[src/rtl/pong_game_ctrl.sv]
// Pong game sequencer: serve/play/point/over flow, scoring, rally-based speed
// and score flash, all paced in video frames.
module pong_game_ctrl #(
   parameter int WIN_SCORE    = 9,
   parameter int SCORE_W      = 4,
   parameter int SERVE_FRAMES = 60,
   parameter int POINT_FRAMES = 30,
   parameter int RALLY_STEP   = 4
) (
   input  logic               clk,
   input  logic               rst,
   input  logic               frame_tick,
   input  logic               start,
   input  logic               hit_l,
   input  logic               hit_r,
   input  logic               miss_l,
   input  logic               miss_r,
   output logic [2:0]         state,
   output logic               ball_run,
   output logic               serve_req,
   output logic               serve_side,
   output logic [SCORE_W-1:0] score_l,
   output logic [SCORE_W-1:0] score_r,
   output logic [1:0]         speed,
   output logic               blink,
   output logic               game_over,
   output logic               winner
);

   localparam int DLY_MAX = (SERVE_FRAMES > POINT_FRAMES) ? SERVE_FRAMES : POINT_FRAMES;
   localparam int DLY_W   = (DLY_MAX > 1) ? $clog2(DLY_MAX) : 1;
   localparam int RALLY_W = $clog2(RALLY_STEP + 1);

   localparam logic [DLY_W-1:0]   SERVE_LOAD = DLY_W'(SERVE_FRAMES - 1);
   localparam logic [DLY_W-1:0]   POINT_LOAD = DLY_W'(POINT_FRAMES - 1);
   localparam logic [RALLY_W-1:0] RALLY_LAST = RALLY_W'(RALLY_STEP - 1);
   localparam logic [SCORE_W-1:0] WIN        = SCORE_W'(WIN_SCORE);

   typedef enum logic [2:0] {
      S_IDLE  = 3'd0,
      S_SERVE = 3'd1,
      S_PLAY  = 3'd2,
      S_POINT = 3'd3,
      S_OVER  = 3'd4
   } state_t;

   state_t             st;
   logic [DLY_W-1:0]   dly;
   logic [RALLY_W-1:0] rally;
   logic [3:0]         fcnt;
   logic               start_q;
   logic               start_edge;
   logic [SCORE_W-1:0] sl_nxt;
   logic [SCORE_W-1:0] sr_nxt;

   function automatic logic [1:0] speed_inc(input logic [1:0] s);
      return (s == 2'd3) ? s : s + 2'd1;
   endfunction

   assign start_edge = start & ~start_q;
   assign sl_nxt     = score_l + SCORE_W'(1);
   assign sr_nxt     = score_r + SCORE_W'(1);

   assign state     = st;
   assign ball_run  = (st == S_PLAY);
   assign game_over = (st == S_OVER);
   assign blink     = fcnt[3] & ((st == S_POINT) | (st == S_OVER));

   always_ff @(posedge clk) begin
      if (rst) begin
         st         <= S_IDLE;
         score_l    <= '0;
         score_r    <= '0;
         speed      <= '0;
         rally      <= '0;
         dly        <= '0;
         fcnt       <= '0;
         serve_side <= 1'b1;
         winner     <= 1'b0;
         serve_req  <= 1'b0;
         start_q    <= 1'b1;
      end else begin
         start_q   <= start;
         serve_req <= 1'b0;
         if (frame_tick) fcnt <= fcnt + 4'd1;

         case (st)
            S_IDLE, S_OVER: begin
               if (start_edge) begin
                  score_l    <= '0;
                  score_r    <= '0;
                  speed      <= '0;
                  rally      <= '0;
                  winner     <= 1'b0;
                  serve_side <= 1'b1;
                  dly        <= SERVE_LOAD;
                  st         <= S_SERVE;
               end
            end
            S_SERVE: begin
               if (frame_tick) begin
                  if (dly != '0) dly <= dly - DLY_W'(1);
                  else begin
                     st        <= S_PLAY;
                     serve_req <= 1'b1;
                  end
               end
            end
            S_PLAY: begin
               // miss_l outranks miss_r, and any miss swallows a same-cycle hit
               if (miss_l) begin
                  score_r    <= sr_nxt;
                  serve_side <= 1'b1;
                  rally      <= '0;
                  speed      <= '0;
                  if (sr_nxt == WIN) begin
                     st     <= S_OVER;
                     winner <= 1'b1;
                  end else begin
                     dly <= POINT_LOAD;
                     st  <= S_POINT;
                  end
               end else if (miss_r) begin
                  score_l    <= sl_nxt;
                  serve_side <= 1'b0;
                  rally      <= '0;
                  speed      <= '0;
                  if (sl_nxt == WIN) begin
                     st     <= S_OVER;
                     winner <= 1'b0;
                  end else begin
                     dly <= POINT_LOAD;
                     st  <= S_POINT;
                  end
               end else if (hit_l | hit_r) begin
                  if (rally == RALLY_LAST) begin
                     rally <= '0;
                     speed <= speed_inc(speed);
                  end else begin
                     rally <= rally + RALLY_W'(1);
                  end
               end
            end
            S_POINT: begin
               if (frame_tick) begin
                  if (dly != '0) dly <= dly - DLY_W'(1);
                  else begin
                     dly <= SERVE_LOAD;
                     st  <= S_SERVE;
                  end
               end
            end
            default: st <= S_IDLE;
         endcase
      end
   end

endmodule

[config.mk]
export PLATFORM = sky130hd
export DESIGN_NAME = pong_game_ctrl
export DESIGN_NICKNAME = d
export VERILOG_FILES = /design/src/rtl/pong_game_ctrl.sv
export SDC_FILE = /design/constraint.sdc
export NUM_CORES = 1
export LEC_CHECK = 0
export CORE_ASPECT_RATIO = 1.4
export CORE_MARGIN = 3
export CORE_UTILIZATION = 60
export DETAILED_ROUTE_END_ITERATION = 7
export DONT_BUFFER_PORTS = 1
export GPL_ROUTABILITY_DRIVEN = 1
export GPL_TIMING_DRIVEN = 1
export PLACE_DENSITY = 0.73
export RECOVER_POWER = 25
export SYNTH_ARGS = -nofsm -noshare
export SYNTH_HDL_FRONTEND = slang
export SYNTH_SLANG_ARGS = --single-unit
[constraint.sdc]
create_clock -name clk -period 2.7 [get_ports clk]
set_clock_uncertainty 0.05 [all_clocks]
set_input_delay 0.27 -clock clk [delete_from_list [all_inputs] [get_ports clk]]
set_output_delay 0.27 -clock clk [all_outputs]
set_load 0.02 [all_outputs]
==> results.txt <==
Routed wire per std cell: 15.2 um
Die height: 68.6 um
Setup TNS: 0 ns
Post-Syn Nets: 217
Core area: 2640 um^2
Relative slew slack: 47.7%
Register area share after synthesis: 35.7%
Clock Pin Slew Worst Setup and Hold Paths: 0.09 ns
Slowest stage cell, crit path: dfxtp_1
Top-Level Pins: 27
CP Data Arrival Time: 2.57 ns
WS Path Type: flop to flop
Die Area: 3480 um^2
RSZ-0062 raised after global routing: false
Fmax: 418 MHz
Final setup violation count: 0
CTS Buffer Depth: 2
CTS buffer count: 5
Cts hold-fix bufs: 2
Cell variety after synth: 47
Clock Latency Late Sink: 0.33 ns
Peak VDD IR: 0.483 mV
Post-synth EDFFs: 0
CP required: 2.88 ns
Power per standard cell area: 909 nW/um^2
Crit path capture type: flop
Syn Inst Count: 200
Power, Total: 1.62 mW
Startpoint Class: flop
Hold slack: 0.0380 ns
Sink Count: 30
Final-stage net count: 222
First-pass GRT wire length: 6060 um
Sequential Power Share: 38.3%
Sw Pwr: 0.721 mW
Leakage power: 0.680 nW
Pint: 0.900 mW
Vias per inst: 6.14
Hold Violations, Final: 0
RePlAce Congestion: 0.819
Cells along the critical path: or3b_2 -> o22ai_2 -> a311oi_1 -> o21a_1 -> a221oi_1
Final non-filler cell total: 241
Final worst path period share: 88.6%
Pin count of the biggest net entering global routing: 22
Dpl hpwl: 2710 um
Antenna viol nets, final: 0
Congestion Overflow GR: 0
Root buffer cell: clkbuf_4
ANT cells: 0
Delay of the slowest critical-path stage: 0.68 ns
Std-Cell Rows: 22
Initial antenna violation count: 0
Async set-or-reset flop fraction in the synthesized netlist: 0%
Gate power share: 46.9%
Crit Path Max Fanout: 14
Port bufs: 0
Fin crit period: 2.39 ns
Met2 Use GR: 41.7%
R2R setup slack: 0.31 ns
Fillers: 241
Top Family by Delay on Critical Path: compound AO/OA/AOI/OAI gates
Gr usage total: 23.0%
TritonCTS clock tree: built
Buffers & Inverters on Critical Path: 0
Initial core utilization: 63.6%
DRT iter0 DRCs: 31
Ratio of cells with drive above 1 in the final layout: 9.27%
CTS resizes: 0
DRC viols: 0
Multi-input gate area: 995 um^2
Clock share of power: 14.8%
Iteration count of the initial detailed-routing pass: 4
Post-synthesis instance area: 1680 um^2
Slew Limit Fails: 0
Max Cap Viol: 0
Final design utilization: 67.5%
GR Util met1: 23.9%
Area growth, synth to finish: 6.10%
Postcts setup bufs: 0
Status: finished clean
Via count: 1479
Worst Hold Class: input port to flop
GR Layer Usage met3: 7.31%
Synth warn: 0
Vias in the first global route: 1410
Slew @ Worst Pin: 0.782 ns
Final wirelength: 3660 um
Synth Area per Inst: 8.41 um^2
Most used DFF post-synth: dfxtp_1
Placed cell count: 232
Die Wd: 50.7 um
Register area: 601 um^2
Htree depth: 2
Global route hottest layer: met2
Yosys reg bits: 30
Sw Ratio: 44.5%
[cells in the mapped netlist (all sizes together), types with 3 or more instances]
cell type / count / area share [%]
o21a: 6 / 2.7
nand3: 8 / 2.4
xnor2: 3 / 1.6
a22oi: 3 / 1.3
o21ai: 6 / 1.8
mux2i: 3 / 1.8
a311oi: 4 / 2.1
or3b: 3 / 1.7
or3: 4 / 1.5
nor4: 3 / 1.1
nand2: 14 / 3.1
nor3: 3 / 0.89
buf: 4 / 1.1
nor2b: 5 / 1.9
and3: 3 / 1.1
or2: 4 / 1.5
ha: 9 / 6.7
clkbuf: 4 / 0.89
a211oi: 3 / 2.1
inv: 13 / 2.9
nor2: 15 / 3.3
dfxtp: 30 / 36
xor2: 5 / 2.6
a21oi: 19 / 6.3
nand4: 4 / 1.5
[logic make-up after synthesis]
family / Yosys count / share of synthesized area, %
mux: 4 / 2.46
simple gates: 75 / 23.9
fa+ha+maj: 9 / 6.70
flops: 30 / 35.7
xor+xnor: 8 / 4.17
compound gates: 52 / 21.9
buf+inv: 22 / 5.13
[registers in the layout, indices dropped and copies added, names as in the netlist]
name        flops
dly             6
fcnt            4
rally           3
score_l         4
score_r         4
serve_req       1
serve_side      1
speed           2
start_q         1
state           3
winner          1
[cells in the final DEF, fill, tap and decap left out, drive strengths merged, types with 2 or more instances in the layout]
master,instances
mux2i,3
xnor2,3
nor3,3
inv,13
clkbuf,8
a22oi,3
nand2,14
buf,3
nor2b,5
a311oi,4
a211oi,3
nand4,4
o21ai,6
and3,3
o31ai,2
dlygate4sd3,2
or2,4
ha,9
nand2b,2
o21a,6
a21oi,19
a21o,2
nand3,8
nor2,15
xor2,5
nor4,3
dfxtp,30
or3b,3
nor3b,2
or3,4
and2,2
[per-stage QoR]
step	setup WS [ns]	cell area, um^2
2_1_floorplan	0.497	1680
3_3_place_gp	0.440	1720
3_5_place_dp	0.365	1720
4_1_cts	0.339	1790
5_1_grt	0.145	1780
6_report	0.309	1780
[power groups by stage]
stage          sequential (mW)  combinational (mW)  clock [mW]
2_1_floorplan            0.598               0.621           0
5_1_grt                  0.631               0.846       0.259
3_3_place_gp             0.625               0.723           0
6_report                 0.621               0.761       0.239
4_1_cts                  0.618               0.754       0.249
3_5_place_dp             0.629               0.742           0
[per-layer routing]
metal	routed length (um)	vias to the layer above
li1	-	732
met1	1440	694
met2	1920	43
met3	199	10
met4	98	0
met5	0	-
[cell type report]
type	count	area share [%]
Multi-Input combinational cell	148	55.8
Sequential cell	30	33.7
Inverter	14	2.95
Timing Repair Buffer	6	2.59
Clock buffer	7	2.52
Tap cell	36	2.52
[worst paths after layout]
kind	start	to	cells past startpoint
max reg2reg	state[1]	dly[2]	5
min reg2reg	rally[2]	rally[2]	2
min	rst	state[0]	2
max	state[1]	dly[2]	5
(Power assumes the default switching activity.)
